**config.mk**
```make
export PLATFORM = sky130hd
export DESIGN_NAME = lr_seq_ctrl
export DESIGN_NICKNAME = d
export VERILOG_FILES = /design/src/rtl/lr_seq_ctrl.sv
export SDC_FILE = /design/constraint.sdc
export NUM_CORES = 1
export LEC_CHECK = 0
export ABC_AREA = 1
export BUFFER_PORTS_ARGS = -buffer_cell sky130_fd_sc_hd__buf_2
export CAP_MARGIN = 30
export CORE_AREA = 2 2 183 185
export DETAILED_ROUTE_END_ITERATION = 12
export DIE_AREA = 0 0 185 187
export GPL_ROUTABILITY_DRIVEN = 1
export PLACE_DENSITY = 0.57
export SYNTH_ARGS = -nofsm -noshare
export SYNTH_HDL_FRONTEND = slang
export SYNTH_SLANG_ARGS = --single-unit
```
**constraint.sdc**
```tcl
create_clock -name CLK -period 3.12 [get_ports CLK]
set_input_delay 0.624 -clock CLK [delete_from_list [all_inputs] [get_ports CLK]]
set_output_delay 0.624 -clock CLK [all_outputs]
set_load 0.005 [all_outputs]
```
**src/rtl/lr_seq_ctrl.sv**
```systemverilog
// Streams NUM_SAMPLES RAM words per epoch to the LR engine, then writes the engine result back to RAM.
// 3 cycles per sample (RD, CAP, SEND); SEND holds smp_data/smp_valid until smp_ready, WAIT_ENG holds until eng_done.
module lr_seq_ctrl #(
  parameter int ADDR_WIDTH   = 4,
  parameter int MAX_FEATURES = 6,
  parameter int DATA_WIDTH   = 16*(MAX_FEATURES+1),
  parameter int NUM_SAMPLES  = 10,
  parameter int NUM_EPOCHS   = 2,
  parameter int RESULT_BASE  = 12,
  parameter int EPW          = $clog2(NUM_EPOCHS+1)
) (
  input  logic                  CLK,
  input  logic                  RST,
  input  logic                  start,
  output logic                  busy,
  output logic                  done,
  output logic [EPW-1:0]        epoch,
  output logic [ADDR_WIDTH-1:0] ram_addr,
  output logic                  ram_oe,
  output logic                  ram_we,
  output logic [DATA_WIDTH-1:0] ram_wdata,
  input  logic [DATA_WIDTH-1:0] ram_rdata,
  output logic                  smp_valid,
  output logic [DATA_WIDTH-1:0] smp_data,
  output logic                  smp_last,
  input  logic                  smp_ready,
  input  logic                  eng_done,
  input  logic [DATA_WIDTH-1:0] eng_result
);

  typedef enum logic [2:0] {
    S_IDLE, S_RD, S_CAP, S_SEND, S_WAIT_ENG, S_WB, S_DONE
  } state_t;

  localparam logic [ADDR_WIDTH-1:0] LP_LAST_IDX = ADDR_WIDTH'(NUM_SAMPLES-1);
  localparam logic [ADDR_WIDTH-1:0] LP_RES_BASE = ADDR_WIDTH'(RESULT_BASE);
  localparam logic [EPW-1:0]        LP_LAST_EP  = EPW'(NUM_EPOCHS-1);

  state_t                  r_state;
  state_t                  w_next;
  logic [ADDR_WIDTH-1:0]   r_idx;
  logic [EPW-1:0]          r_epoch;
  logic [DATA_WIDTH-1:0]   r_smp_data;
  logic [DATA_WIDTH-1:0]   r_wdata;
  logic                    w_is_last;
  logic                    w_last_ep;
  logic [ADDR_WIDTH-1:0]   w_res_addr;

  assign w_is_last  = (r_idx == LP_LAST_IDX);
  assign w_last_ep  = (r_epoch == LP_LAST_EP);
  assign w_res_addr = LP_RES_BASE + ADDR_WIDTH'(r_epoch);

  always_ff @(posedge CLK) begin
    if (RST) begin
      r_state    <= S_IDLE;
      r_idx      <= '0;
      r_epoch    <= '0;
      r_smp_data <= '0;
      r_wdata    <= '0;
    end else begin
      r_state <= w_next;
      case (r_state)
        S_IDLE: begin
          if (start) begin
            r_idx   <= '0;
            r_epoch <= '0;
          end
        end
        S_CAP:  r_smp_data <= ram_rdata;
        S_SEND: begin
          if (smp_ready && !w_is_last) r_idx <= r_idx + ADDR_WIDTH'(1);
        end
        S_WAIT_ENG: begin
          if (eng_done) r_wdata <= eng_result;
        end
        S_WB: begin
          if (!w_last_ep) begin
            r_epoch <= r_epoch + EPW'(1);
            r_idx   <= '0;
          end
        end
        default: ;
      endcase
    end
  end

  always_comb begin
    w_next = r_state;
    case (r_state)
      S_IDLE:     if (start) w_next = S_RD;
      S_RD:       w_next = S_CAP;
      S_CAP:      w_next = S_SEND;
      S_SEND:     if (smp_ready) w_next = w_is_last ? S_WAIT_ENG : S_RD;
      S_WAIT_ENG: if (eng_done) w_next = S_WB;
      S_WB:       w_next = w_last_ep ? S_DONE : S_RD;
      S_DONE:     w_next = S_IDLE;
      default:    w_next = S_IDLE;
    endcase
  end

  always_comb begin
    busy      = (r_state != S_IDLE) && (r_state != S_DONE);
    done      = (r_state == S_DONE);
    epoch     = r_epoch;
    ram_oe    = (r_state == S_RD);
    // A write-back cycle coinciding with reset is dropped rather than committed.
    ram_we    = (r_state == S_WB) && !RST;
    ram_wdata = r_wdata;
    smp_valid = (r_state == S_SEND);
    smp_last  = (r_state == S_SEND) && w_is_last;
    smp_data  = r_smp_data;
    ram_addr  = '0;
    if (r_state == S_RD) ram_addr = r_idx;
    else if (r_state == S_WB) ram_addr = w_res_addr;
  end

endmodule

```
# Word level (Yosys, flattened, before mapping)
# Index checks and enable logic that the tools add are counted.
op_classes:
  n_eq_ne: 14
  n_mux: 15
  n_reduce_logical: 14
  add_sub_neg: 3
op_table:
  columns: ["operator", "n"]
  rows:
  - ["$mux W4", 5]
  - ["$pmux W3 S6", 1]
  - ["$mux W3", 5]
  - ["$pmux W4 S3", 1]
  - ["$eq A3 B3 Y1 const B", 3]
  - ["$eq A3 B2 Y1 const B", 2]
  - ["$ne A2 B2 Y1 const B", 3]
  - ["$reduce_and A3 Y1", 2]
  - ["$reduce_bool A3 Y1", 2]
  - ["$add A3 B3 Y4 const A", 1]
  - ["$add A4 B1 Y4 const B", 1]
  - ["$eq A4 B4 Y1 const B", 1]
  - ["$logic_and A1 B1 Y1", 4]
  - ["$mux W2", 2]
  - ["$ne A2 B1 Y1 const B", 2]
  - ["$pmux W2 S2", 1]
  - ["$reduce_and A4 Y1", 1]
  - ["$eq A3 B1 Y1 const B", 1]
  - ["$logic_not A3 Y1", 1]
  - ["$ne A3 B3 Y1 const B", 1]
  - ["$add A2 B1 Y2 const B", 1]
  - ["$eq A2 B1 Y1 const B", 1]
  - ["$logic_not A1 Y1", 2]
  - ["$reduce_and A2 Y1", 1]
  - ["$reduce_bool A2 Y1", 1]
totals:
  output_inout_bits: 236
  register_bits: 233
  input_bits: 229
  wordCells: 51

# Logic depth before layout (Yosys ltp)
# Gate-level depths: netlist (run 1).
logic_depth:
  ltp_word: 5
  mapped_depth: 10
  ltp_nobuf: 10

# Least setup slack after synthesis (run 1)
# OpenSTA, ideal clock, no wires.
synth_timing:
  path_type: "in2reg"
  start: "input port eng_done"
  end: "register r_wdata[31] (netlist: ram_wdata[31])"
  path_buffers: 3
  required_ns: 3.050
  setup_ns: 0.070
  setup_slack_ns: 1.469
  cell_stages: 5
  arrival_time_ns: 1.581
  cell_sequence: "clkbuf_1 > clkbuf_1 > clkbuf_1 > nand3_1 > a21oi_1"
synth_between:
  elab_chain_cells: 1
synth_lines:
  columns: ["item", "line", "source"]
  rows:
  - ["from (decl)", "27", "input logic eng_done,"]
  - ["$reduce_and A2 Y1 (no line)", null, null]
  - ["to (signal assigned)", "74", "if (eng_done) r_wdata <= eng_result;"]
  - ["to (decl)", "44", "logic [DATA_WIDTH-1:0] r_wdata;"]
# Every way passes these cells.
# A chain may end at the register's enable or synchronous reset.

# Worst setup path in the final report (run 1)
layout_timing:
  start: "register r_state[0]"
  end: "output port ram_addr[0]"
layout_between:
  elab_chain_cells: 3
  word_cells_on_any_way: 4
  classes_between: "eq/ne: 2; mux: 2"
layout_lines:
  columns: ["item", "line", "source"]
  rows:
  - ["from (decl)", "39", "state_t r_state;"]
  - ["from (signal assigned)", "61", "r_state <= w_next;"]
  - ["$eq A3 B3 Y1", "114", "else if (r_state == S_WB) ram_addr = w_res_addr;"]
  - ["$mux W4", "114", null]
  - ["$mux W4 *", "113", "if (r_state == S_RD) ram_addr = r_idx;"]
  - ["to (decl)", "18", "output logic [ADDR_WIDTH-1:0] ram_addr,"]
# Every way passes the cells marked *; elsewhere a longest branch is shown, timed or not.

==> results of run 1 <==
==> where the power goes <==
| group | leakage [nW] | switching, W | total (W) | internal (W) |
|---|---|---|---|---|
| clock | 0.432 | 0.00125 | 0.00312 | 0.00187 |
| sequential | 1.89 | 0.000112 | 0.00329 | 0.00318 |
| combinational | 3.16 | 0.000507 | 0.000899 | 0.000392 |
==> cell usage in the layout, fill, tap and decap left out <==
master / count
sky130_fd_sc_hd__clkbuf_1: 4
sky130_fd_sc_hd__nor2_1: 20
sky130_fd_sc_hd__clkbuf_8: 9
sky130_fd_sc_hd__nand4_1: 2
sky130_fd_sc_hd__nand3_1: 121
sky130_fd_sc_hd__clkinv_2: 4
sky130_fd_sc_hd__nor3_4: 1
sky130_fd_sc_hd__nand3_4: 1
sky130_fd_sc_hd__buf_12: 7
sky130_fd_sc_hd__nand2_1: 144
sky130_fd_sc_hd__diode_2: 2
sky130_fd_sc_hd__dfxtp_1: 233
sky130_fd_sc_hd__ha_1: 3
sky130_fd_sc_hd__o22ai_1: 2
sky130_fd_sc_hd__clkbuf_16: 27
sky130_fd_sc_hd__clkinvlp_4: 1
sky130_fd_sc_hd__a21oi_1: 231
sky130_fd_sc_hd__nand2_4: 1
sky130_fd_sc_hd__inv_2: 2
sky130_fd_sc_hd__buf_2: 462
sky130_fd_sc_hd__o21ai_0: 116
sky130_fd_sc_hd__a41oi_1: 1
sky130_fd_sc_hd__bufinv_16: 1
sky130_fd_sc_hd__inv_1: 128
sky130_fd_sc_hd__buf_4: 7
==> state kept, by name (all words and copies together) (netlist names) <==
register,cells
epoch,2
r_state,3
smp_data,112
ram_wdata,112
r_idx,4
==> logic make-up after synthesis <==
group	after synthesis	synth area share [%]
AO/OA/AOI/OAI	350	20.5
adder cells (fa/ha/maj)	3	0.439
AND/OR/NAND/NOR	290	14.8
flip-flops	233	54.5
buffers and inverters	218	9.75
==> layout make-up <==
class / count / share of cell area [%]
tap: 448 / 4.61
antenna: 2 / 0.0411
clock inverter: 6 / 0.473
clock buffer: 40 / 6.69
inverter: 130 / 4.01
multi-input combinational: 643 / 25.3
sequential: 233 / 38.3
timing repair buffer: 476 / 20.6
==> worst max-delay path, cell delays in order, from the launching register on <==
cell and delay [ns]:
sky130_fd_sc_hd__dfxtp_1 0.50, sky130_fd_sc_hd__inv_1 0.14, sky130_fd_sc_hd__nor2_1 0.14, sky130_fd_sc_hd__nand2_1 0.14
sky130_fd_sc_hd__o22ai_1 0.20, sky130_fd_sc_hd__buf_2 0.17
==> metrics by stage <==
step | utilization (%) | hold WS (ns) | instances | cell area, um2 | power [W]
2_1_floorplan | - | 0.440 | 1094 | 8560 | 0.00379
5_1_grt | 37.0 | 0.344 | 1977 | 12200 | 0.00769
3_5_place_dp | 34.4 | 0.431 | 1930 | 11300 | 0.00428
4_1_cts | 37.0 | 0.326 | 1976 | 12200 | 0.00744
3_3_place_gp | 34.4 | 0.428 | 1930 | 11300 | 0.00426
6_report | 37.0 | 0.359 | 1978 | 12200 | 0.00731
==> metal layers <==
layer / share of wire, % / up-vias / global-route usage, %
met1: 39 / 3907 / 17.5
li1: - / 4424 / -
met5: 0.12 / - / 0
met3: 9.1 / 51 / 5.39
met2: 49 / 332 / 28.7
met4: 2.8 / 6 / 4.58
==> how the worst max path moves through the flow <==
stage / slack, ns / from / depth (start not counted) / endpoint
floorplan: 1.47 / eng_done / 5 / ram_wdata[31]$_SDFFE_PP0P_
finish: 0.68 / r_state[0]$_SDFFE_PP0P_ / 5 / ram_addr[0]
detailed placement: 1.10 / eng_done / 5 / ram_wdata[72]$_SDFFE_PP0P_
global placement: 1.10 / eng_done / 5 / ram_wdata[25]$_SDFFE_PP0P_
global route: 0.46 / r_state[0]$_SDFFE_PP0P_ / 5 / ram_addr[0]
CTS: 0.61 / r_state[0]$_SDFFE_PP0P_ / 5 / ram_addr[0]
==> results.ini, run 1 <==
[clocking]
htree_levels = 1
cts_num_sinks = 233
clock_latency_of_the_later_clocked_register_in_the_worst_skew_pair_ns = 0.53
clk_pin_slew_worst_paths_ns = 0.06
cts-hold-fix-buffers = 0
post-cts-setup-buffer-count = 0
cts-root-to-sink-buffers = 3
root_buffer_selected_by_cts = sky130_fd_sc_hd__clkbuf_16
cts_tree = done
numCtsBuffers = 27
cts.repair.resized = 0

[routing]
dr_total_vias = 8720
post-route-drc-count = 0
detail_route.vias_per_cell = 4.41
initialDrtViolationCount = 234
wl_um = 29400
ant_nets = 0
detail_route.first_pass.iterations = 5
wl_per_cell_um = 14.9

[sta]
slew_headroom_pct = 65.7
totalNegativeSetupSlack_ns = 0
rsz0062_at_grt = false
fmax_mhz = 409
worst_slew_pin_slew_ns = 0.515
setup_viol_count_final = 0
layout_worst_path_cycle_share_pct = 78.3
clock-skew-final_ns = 0.0118
finalCriticalPeriod_ns = 2.44
post-route-worst-setup-slack_ns = 0.678
drv_slew = 0
finalHoldViolations = 0

[die]
ios = 465
chipWidth_um = 185
die_h_um = 187
die_area_mm2 = 0.0346
rows = 67
start_util_pct = 26.0
core-area_mm2 = 0.0329

[global_route]
grt.total_usage_pct = 15.9
via_count_of_the_first_global_routing_pass = 8190
pin_count_of_the_biggest_net_entering_global_routing = 107
number_of_antenna_violations_at_the_first_check_in_global_routing = 5
grt_pass1_wl_um = 43900
grt-ovfl-total = 0

[setup_path]
cp.required_ns = 2.50
worstSetupPathType = register to output pin
worst-r2r-setup-slack_ns = 1.27
type_of_element_launching_the_critical_path = register
timing.critical_path.to_type = output pin
worstPathArrival_ns = 1.82
launch_point_of_the_worst_reg_to_reg_path = r_state[0]$_SDFFE_PP0P_
ff2ff_path_depth = 6
worstPathMaxFanout = 9
timing.rr.end = smp_data[103]$_SDFFE_PP0P_

[synthesis]
synth_top_area_share_pct = 54.5
yosys_top_cell_by_area = sky130_fd_sc_hd__dfxtp_1
dominantRegCellSynth = sky130_fd_sc_hd__dfxtp_1
async_reset_ff_share_pct = 0
syn_avg_cell_area_um2 = 7.82
syn_area_mm2 = 0.00856
synthMostInstantiatedCell = sky130_fd_sc_hd__dfxtp_1
mapped_nets = 1326
number_of_enable_type_register_cells_in_the_synthesized_netlist = 0
syn-instance-count = 1094
synth.yosys.warnings = 0
synth_sequential_area_ratio_pct = 54.5
netlist-cell-type-count = 17
synth.top_cells.by_area = sky130_fd_sc_hd__dfxtp_1 (55%), sky130_fd_sc_hd__a21oi_1 (14%), sky130_fd_sc_hd__nand3_1 (7.1%)
synth_top_cells_by_count = sky130_fd_sc_hd__dfxtp_1 (233), sky130_fd_sc_hd__a21oi_1 (231), sky130_fd_sc_hd__nand2_1 (145)
ys_seq_elements = 233

[pwr]
standby_leakage_power_nw = 5.49
p_per_area_mw_per_mm2 = 601
vdd.ir_drop.worst_mv = 0.469

[final_layout]
finalNetCount = 1743
fillCellCount = 3522
syn2layout_area_growth_pct = 42.2
register_area_mm2 = 0.00466
drive_gt1_share_pct = 34.2
multiInputGateArea_mm2 = 0.00307

[min_path]
min_to = ram_wdata[8]$_SDFFE_PP0P_
worst_hold_path_type = input port to register
worstHoldStart = eng_result[8]
hold_depth = 3

[placed_design]
input_output_buffers = 464
detailed_place_hpwl_um = 21000
weighted_congestion_reported_at_the_end_of_routability_driven_placement = 0.758
worst_slack_at_placement_ns = 1.10

[outcome]
status = completed

[job]
max_cap_violations = 0

No activity file was read; power rests on OpenSTA's default activity.
==> run 2: changes to the inputs <==
- ABC_AREA: 1 -> 0
- CORE_AREA: 2 2 183 185 -> 2 2 181 183
- DIE_AREA: 0 0 185 187 -> 0 0 183 185
- PLACE_DENSITY: 0.57 -> 0.59
- clock period: 3.12 -> 2.2 ns (I/O delays scaled with it)
==> run 2 against run 1 <==
  * First-iteration DRC count rose by 58%
  * Total power is 39% higher
  * Flip-flop and latch count is the same
  * Global-route usage shrank 1.2 points
  * Critical endpoint is now busy
  * Largest power group unchanged
  * Highest routed layer unchanged
==> results.ini, run 2 <==
[clocking]
cts-hold-fix-buffers = 0  ; unchanged
cts-root-to-sink-buffers = 3  ; unchanged
numCtsBuffers = 27  ; unchanged
post-cts-setup-buffer-count = 0  ; unchanged
root_buffer_selected_by_cts = sky130_fd_sc_hd__clkbuf_16
clock_latency_of_the_later_clocked_register_in_the_worst_skew_pair_ns = 0.54  ; about the same
cts.repair.resized = 2  ; +2
clk_pin_slew_worst_paths_ns = 0.06  ; about the same
htree_levels = 1  ; unchanged
cts_num_sinks = 233  ; unchanged
cts_tree = done

[routing]
detail_route.first_pass.iterations = 4  ; -1
initialDrtViolationCount = 370  ; +58%
ant_nets = 0  ; unchanged
wl_per_cell_um = 14.2  ; -4.6%
detail_route.vias_per_cell = 4.38  ; -0.57%
wl_um = 27200  ; -7.3%
post-route-drc-count = 0  ; unchanged
dr_total_vias = 8425  ; -3.4%

[synthesis]
async_reset_ff_share_pct = 0  ; unchanged
synth.yosys.warnings = 0  ; unchanged
syn_area_mm2 = 0.00830  ; -3.0%
mapped_nets = 1294  ; -2.4%
yosys_top_cell_by_area = sky130_fd_sc_hd__dfxtp_1
synth.top_cells.by_area = sky130_fd_sc_hd__dfxtp_1 (56%), sky130_fd_sc_hd__nand2_1 (21%), sky130_fd_sc_hd__a21oi_1 (14%)
netlist-cell-type-count = 39  ; +22
dominantRegCellSynth = sky130_fd_sc_hd__dfxtp_1
ys_seq_elements = 233  ; unchanged
synth_sequential_area_ratio_pct = 56.2  ; +1.7 points
synthMostInstantiatedCell = sky130_fd_sc_hd__nand2_1
synth_top_cells_by_count = sky130_fd_sc_hd__nand2_1 (455), sky130_fd_sc_hd__dfxtp_1 (233), sky130_fd_sc_hd__a21oi_1 (228)
syn_avg_cell_area_um2 = 7.82  ; about the same
synth_top_area_share_pct = 56.2  ; +1.7 points
syn-instance-count = 1062  ; -2.9%
number_of_enable_type_register_cells_in_the_synthesized_netlist = 0  ; unchanged

[global_route]
grt.total_usage_pct = 14.7  ; -1.2 points
grt_pass1_wl_um = 40300  ; -8.2%
number_of_antenna_violations_at_the_first_check_in_global_routing = 3  ; -2
grt-ovfl-total = 0  ; unchanged
pin_count_of_the_biggest_net_entering_global_routing = 110  ; +2.8%
via_count_of_the_first_global_routing_pass = 7741  ; -5.5%

[setup_path]
launch_point_of_the_worst_reg_to_reg_path = r_state[2]$_SDFFE_PP0P_
critical_path.cell_chain = nor2b_1, or3_1, buf_2
worstPathArrival_ns = 1.65  ; -0.17 ns
timing.critical_path.to_type = output pin
setup.worst_path.start = r_state[2]$_SDFFE_PP0P_
type_of_element_launching_the_critical_path = register
timing.rr.end = ram_wdata[18]$_SDFFE_PP0P_
critical-path-max-stage-delay_ns = 0.49  ; about the same
timing.critical_path.to = busy
cp.required_ns = 1.76  ; -0.74 ns
worst-path-buf-inv = 1  ; -1
path_delay_family = flip-flops
slowest_stage = sky130_fd_sc_hd__dfxtp_2
worstPathMaxFanout = 14  ; +5
worst-path-stages = 3  ; -2
ff2ff_path_depth = 5  ; -1
worst-r2r-setup-slack_ns = 0.45  ; -0.82 ns
worstSetupPathType = register to output pin

[sta]
post-route-worst-setup-slack_ns = 0.112  ; -0.566 ns
drv_slew = 0  ; unchanged
slew_headroom_pct = 66.1  ; +0.42 points
finalCriticalPeriod_ns = 2.09
finalHoldViolations = 0  ; unchanged
rsz0062_at_grt = false
layout_worst_path_cycle_share_pct = 94.9
clock-skew-final_ns = 0.0177  ; +0.00584 ns
totalNegativeSetupSlack_ns = 0  ; unchanged
worst_slew_pin_slew_ns = 0.509  ; -0.00630 ns
setup_viol_count_final = 0  ; unchanged
fmax_mhz = 479

[die]
rows = 66  ; -1.5%
die_area_mm2 = 0.0339  ; -2.1%
start_util_pct = 25.9  ; -0.13 points
ios = 465  ; unchanged
core-area_mm2 = 0.0320  ; -2.5%
chipWidth_um = 183  ; -1.1%
die_h_um = 185  ; -1.1%

[pwr]
switching_share_pct = 25.4  ; -0.21 points
combinationalPowerShare_pct = 11.7  ; -0.6 points
internal_power_w = 0.00760  ; +40%
switching_power_w = 0.00258  ; +38%
p_clk_share_pct = 43.5  ; +0.9 points
p_per_area_mw_per_mm2 = 854  ; +42%
standby_leakage_power_nw = 5.34  ; -2.7%
vdd.ir_drop.worst_mv = 0.546  ; +16%
power.total_w = 0.0102  ; +39%
seqPwrFrac_pct = 44.7  ; -0.4 points

[final_layout]
drive_gt1_share_pct = 35.3  ; +1.0 points
post-route-cell-area_mm2 = 0.0119  ; -2.1%
layout_commonest_cell = sky130_fd_sc_hd__buf_2
syn2layout_area_growth_pct = 43.5
fin_cells = 1922  ; -2.8%
mostFrequentLayoutCells = sky130_fd_sc_hd__buf_2 (463), sky130_fd_sc_hd__nand2_1 (455), sky130_fd_sc_hd__dfxtp_1 (229)
finalNetCount = 1722  ; -1.2%

[placed_design]
dpl-instance-area_mm2 = 0.0110  ; -2.5%
detailed_place_hpwl_um = 19100  ; -9.2%
worst_slack_at_placement_ns = 0.333  ; -0.764 ns
weighted_congestion_reported_at_the_end_of_routability_driven_placement = 0.804  ; +6.0%
place.detailed.instances = 1869  ; -3.2%
input_output_buffers = 464  ; unchanged

[min_path]
worst_hold_path_type = input port to register

[outcome]
status = completed

[job]
max_cap_violations = 0  ; unchanged

-- run 2: changes by cell type in the layout (fill, tap and decap cells not counted), moves of 3 or more --
cell                       before  now
sky130_fd_sc_hd__nand3_1      121    7
sky130_fd_sc_hd__o21ai_0      116    1
sky130_fd_sc_hd__nand2_1      144  455
sky130_fd_sc_hd__nor2b_1        0    4
sky130_fd_sc_hd__a21oi_1      231  228
sky130_fd_sc_hd__nand3b_1       0    3
sky130_fd_sc_hd__nor2_1        20   15
sky130_fd_sc_hd__dfxtp_2        0    4
sky130_fd_sc_hd__inv_1        128    5
sky130_fd_sc_hd__dfxtp_1      233  229
-- run 2: worst min-delay path by stage --
stage / cells past startpoint / start / end / slack (ns)
final: 2 / RST / r_state[2]$_SDFFE_PP0P_ / 0.13
after global placement: 2 / smp_data[84]$_SDFFE_PP0P_ / smp_data[84]$_SDFFE_PP0P_ / 0.44
after floorplan: 2 / ram_wdata[0]$_SDFFE_PP0P_ / ram_wdata[0]$_SDFFE_PP0P_ / 0.45
after global routing: 3 / eng_result[105] / ram_wdata[105]$_SDFFE_PP0P_ / 0.11
after detailed placement: 2 / ram_wdata[63]$_SDFFE_PP0P_ / ram_wdata[63]$_SDFFE_PP0P_ / 0.44
after CTS: 2 / RST / r_state[2]$_SDFFE_PP0P_ / 0.10
-- run 2: per-layer routing --
metal	part of all wire (%)	GRT usage (%)	vias up
li1	-	-	4285
met1	41	17.4	3799
met2	49	25.4	297
met3	8.5	4.36	42
met4	2.1	4.51	2
met5	0.048	0	-
-- run 2: power by group through the flow --
| stage | Combinational, W | Sequential (W) | Clock [W] |
|---|---|---|---|
| 2_1_floorplan | 0.000595 | 0.00464 | 0 |
| 3_3_place_gp | 0.00121 | 0.00463 | 0 |
| 3_5_place_dp | 0.00122 | 0.00464 | 0 |
| 4_1_cts | 0.00122 | 0.00455 | 0.00459 |
| 5_1_grt | 0.00134 | 0.00457 | 0.00475 |
| 6_report | 0.00120 | 0.00455 | 0.00443 |
-- run 2: final cells by class --
| class | count | area [um2] |
|---|---|---|
| clock buffers | 40 | 805 |
| fillers | 3445 | 20100 |
| flip-flops and latches | 233 | 4670 |
| well taps | 408 | 510 |
| clock inverters | 10 | 85.1 |
| inverters | 6 | 22.5 |
| diodes | 3 | 7.51 |
| repair buffers | 478 | 2550 |
| multi-input cells | 744 | 3270 |
-- run 2: cells by family (layout without fill, tap and decap cells) --
kind of cell | Yosys count | count (layout) | share of synthesized area (%)
AOI/OAI and AO/OA | 240 | 240 | 14.8
DFF | 233 | 233 | 56.2
muxes | 2 | 2 | 0.241
other | 0 | 3 | 0
and+or+nand+nor | 499 | 499 | 23.7
buffers and inverters | 85 | 534 | 4.73
adders and majority gates | 3 | 3 | 0.452
-- run 2: worst register-to-register path, stage by stage, from the launching register on --
cell                       delay [ns]
sky130_fd_sc_hd__dfxtp_2         0.49
sky130_fd_sc_hd__nor2b_1         0.32
sky130_fd_sc_hd__nand3b_1        0.25
sky130_fd_sc_hd__buf_12          0.28
sky130_fd_sc_hd__nand2_1         0.22
sky130_fd_sc_hd__a21oi_1         0.07
-- run 2: through the flow --
step | hold WS (ns) | util (%)
after floorplan | 0.453 | -
after global placement | 0.439 | 34.4
after detailed placement | 0.443 | 34.4
after CTS | 0.101 | 37.1
after global routing | 0.114 | 37.2
final | 0.132 | 37.2
==> run 3: changes to the inputs <==
==> constraint.sdc (replaced) <==
create_clock -name CLK -period 2.2 [get_ports CLK]
set_input_delay 0.55 -clock CLK [delete_from_list [all_inputs] [get_ports CLK]]
set_output_delay 0.55 -clock CLK [all_outputs]
set_load 0.005 [all_outputs]
==> run 3 against run 2 <==
  * Sequential share of layout area barely moved
  * Global-route usage is 0.24 points lower
  * Core utilization about the same
  * Combinational power barely moved
  * Critical path depth unchanged
  * Count of clock-buffer cells in the layout down 2
  * Clock skew fell by 0.010 ns
  * Register-to-register slack improved by 0.05 ns
  * Via count increased by 1.2%
  * Final cell count shrank 0.21%
  * Critical path type unchanged
  * Largest power group is now the clock network
==> results.ini, run 3 (synthesized netlist as in run 2, its figures left out) <==
[clocking]
numCtsBuffers = 26  ; -3.7%
cts_num_sinks = 233  ; unchanged
clock_latency_of_the_later_clocked_register_in_the_worst_skew_pair_ns = 0.53  ; about the same
root_buffer_selected_by_cts = sky130_fd_sc_hd__clkbuf_16
cts-root-to-sink-buffers = 3  ; unchanged
cts_tree = done
cts-hold-fix-buffers = 0  ; unchanged
htree_levels = 1  ; unchanged
clk_pin_slew_worst_paths_ns = 0.06  ; about the same

[outcome]
status = completed

[final_layout]
drive_gt1_share_pct = 35.3  ; about the same
mostFrequentLayoutCells = sky130_fd_sc_hd__buf_2 (463), sky130_fd_sc_hd__nand2_1 (455), sky130_fd_sc_hd__a21oi_1 (228), sky130_fd_sc_hd__dfxtp_1 (228), sky130_fd_sc_hd__clkbuf_16 (27)
finalNetCount = 1720  ; -0.12%
layout_commonest_cell = sky130_fd_sc_hd__buf_2
fin_cells = 1918  ; -0.21%
syn2layout_area_growth_pct = 43.6  ; about the same

[setup_path]
timing.critical_path.to_type = output pin
slowest_stage = sky130_fd_sc_hd__dfxtp_2
worstPathArrival_ns = 1.58  ; -0.07 ns
worst-path-buf-inv = 1  ; unchanged
setup.worst_path.start = r_state[2]$_SDFFE_PP0P_
critical-path-max-stage-delay_ns = 0.43  ; -0.06 ns
worstPathMaxFanout = 10  ; -4
worstSetupPathType = register to output pin
critical_path.cell_chain = nor2b_1, or3_1, buf_2
launch_point_of_the_worst_reg_to_reg_path = r_state[2]$_SDFFE_PP0P_
type_of_element_launching_the_critical_path = register
cp.required_ns = 1.65  ; -0.11 ns
path_delay_family = simple AND/OR/NAND/NOR gates

[die]
die_area_mm2 = 0.0339  ; unchanged
die_h_um = 185  ; unchanged
rows = 66  ; unchanged
ios = 465  ; unchanged
start_util_pct = 25.9  ; unchanged
core-area_mm2 = 0.0320  ; unchanged
chipWidth_um = 183  ; unchanged

[routing]
detail_route.vias_per_cell = 4.44  ; +1.4%
initialDrtViolationCount = 383  ; +3.5%
wl_um = 26700  ; -1.9%
wl_per_cell_um = 13.9  ; -1.6%
ant_nets = 0  ; unchanged
post-route-drc-count = 0  ; unchanged
dr_total_vias = 8523  ; +1.2%
detail_route.first_pass.iterations = 5  ; +1

[sta]
slew_headroom_pct = 54.9  ; -11 points
post-route-worst-setup-slack_ns = 0.0711  ; -0.0407 ns
layout_worst_path_cycle_share_pct = 96.8  ; +1.9 points
worst_slew_pin_slew_ns = 0.676  ; +0.167 ns
fmax_mhz = 470  ; -1.9%
totalNegativeSetupSlack_ns = 0  ; unchanged
setup_viol_count_final = 0  ; unchanged
drv_slew = 0  ; unchanged
finalCriticalPeriod_ns = 2.13  ; +0.0407 ns
finalHoldViolations = 0  ; unchanged
clock-skew-final_ns = 0.00742  ; -0.0103 ns

[placed_design]
detailed_place_hpwl_um = 18800  ; -1.6%
input_output_buffers = 464  ; unchanged
place.detailed.instances = 1866  ; -0.16%
weighted_congestion_reported_at_the_end_of_routability_driven_placement = 0.771  ; -4.1%
worst_slack_at_placement_ns = 0.302  ; -0.0311 ns

[pwr]
standby_leakage_power_nw = 5.33  ; -0.10%
vdd.ir_drop.worst_mv = 0.505  ; -7.5%
p_per_area_mw_per_mm2 = 863  ; +1.1%

[min_path]
worstHoldStart = RST
worst_hold_path_type = input port to register

[global_route]
pin_count_of_the_biggest_net_entering_global_routing = 125  ; +14%
via_count_of_the_first_global_routing_pass = 7644  ; -1.3%
number_of_antenna_violations_at_the_first_check_in_global_routing = 1  ; -2
grt_pass1_wl_um = 39900  ; -1.1%
grt-ovfl-total = 0  ; unchanged
grt.total_usage_pct = 14.4  ; -0.24 points

[job]
max_cap_violations = 0  ; unchanged

-- run 3: worst paths after layout --
kind	slack [ns]	to	cells past startpoint
worst max register to register	0.50	ram_wdata[49]$_SDFFE_PP0P_	5
worst max-delay path	0.07	busy	3
worst min register to register	0.45	smp_data[49]$_SDFFE_PP0P_	2
worst min-delay path	0.25	r_state[2]$_SDFFE_PP0P_	2
-- run 3: final cells by class --
cell class                 instances  area [um2]
fill                            3405       20100
sequential                       233        4680
multi-input combinational        744        3270
timing repair buffer             477        2530
clock buffer                      38         787
tap                              408         510
clock inverter                    10         130
inverter                           6        22.5
antenna                            2        5.00
-- run 3: per-stage QoR --
stage               utilization [%]  instance area (um2)  hold slack, ns  power [W]
finish                         37.2                11900           0.246     0.0103
CTS                            37.1                11900           0.215     0.0105
detailed placement             34.3                11000           0.443    0.00582
global placement               34.3                11000           0.439    0.00580
floorplan                         -                 8300           0.453    0.00523
global route                   37.2                11900           0.223     0.0108
-- run 3: power breakdown --
group | total (W) | internal [W] | switching, W
Clock | 0.00457 | 0.00282 | 0.00175
Combinational | 0.00117 | 0.000504 | 0.000668
Sequential | 0.00455 | 0.00443 | 0.000120
Total | 0.0103 | 0.00776 | 0.00254
-- run 3: what timing repair did --
| action | CTS | global route |
|---|---|---|
| buffers inserted | 0 | 2 |
| endpoints found under the setup margin | 9 | 2 |
| gates resized for setup | 4 | 3 |
-- run 3: per-layer routing --
metal / GRT usage (%) / vias up / wire length (um)
met4: 5.38 / 0 / 768
met5: 0 / - / 0
met2: 24.7 / 321 / 12900
li1: - / 4279 / -
met3: 4.19 / 50 / 2240
met1: 17.1 / 3873 / 10900
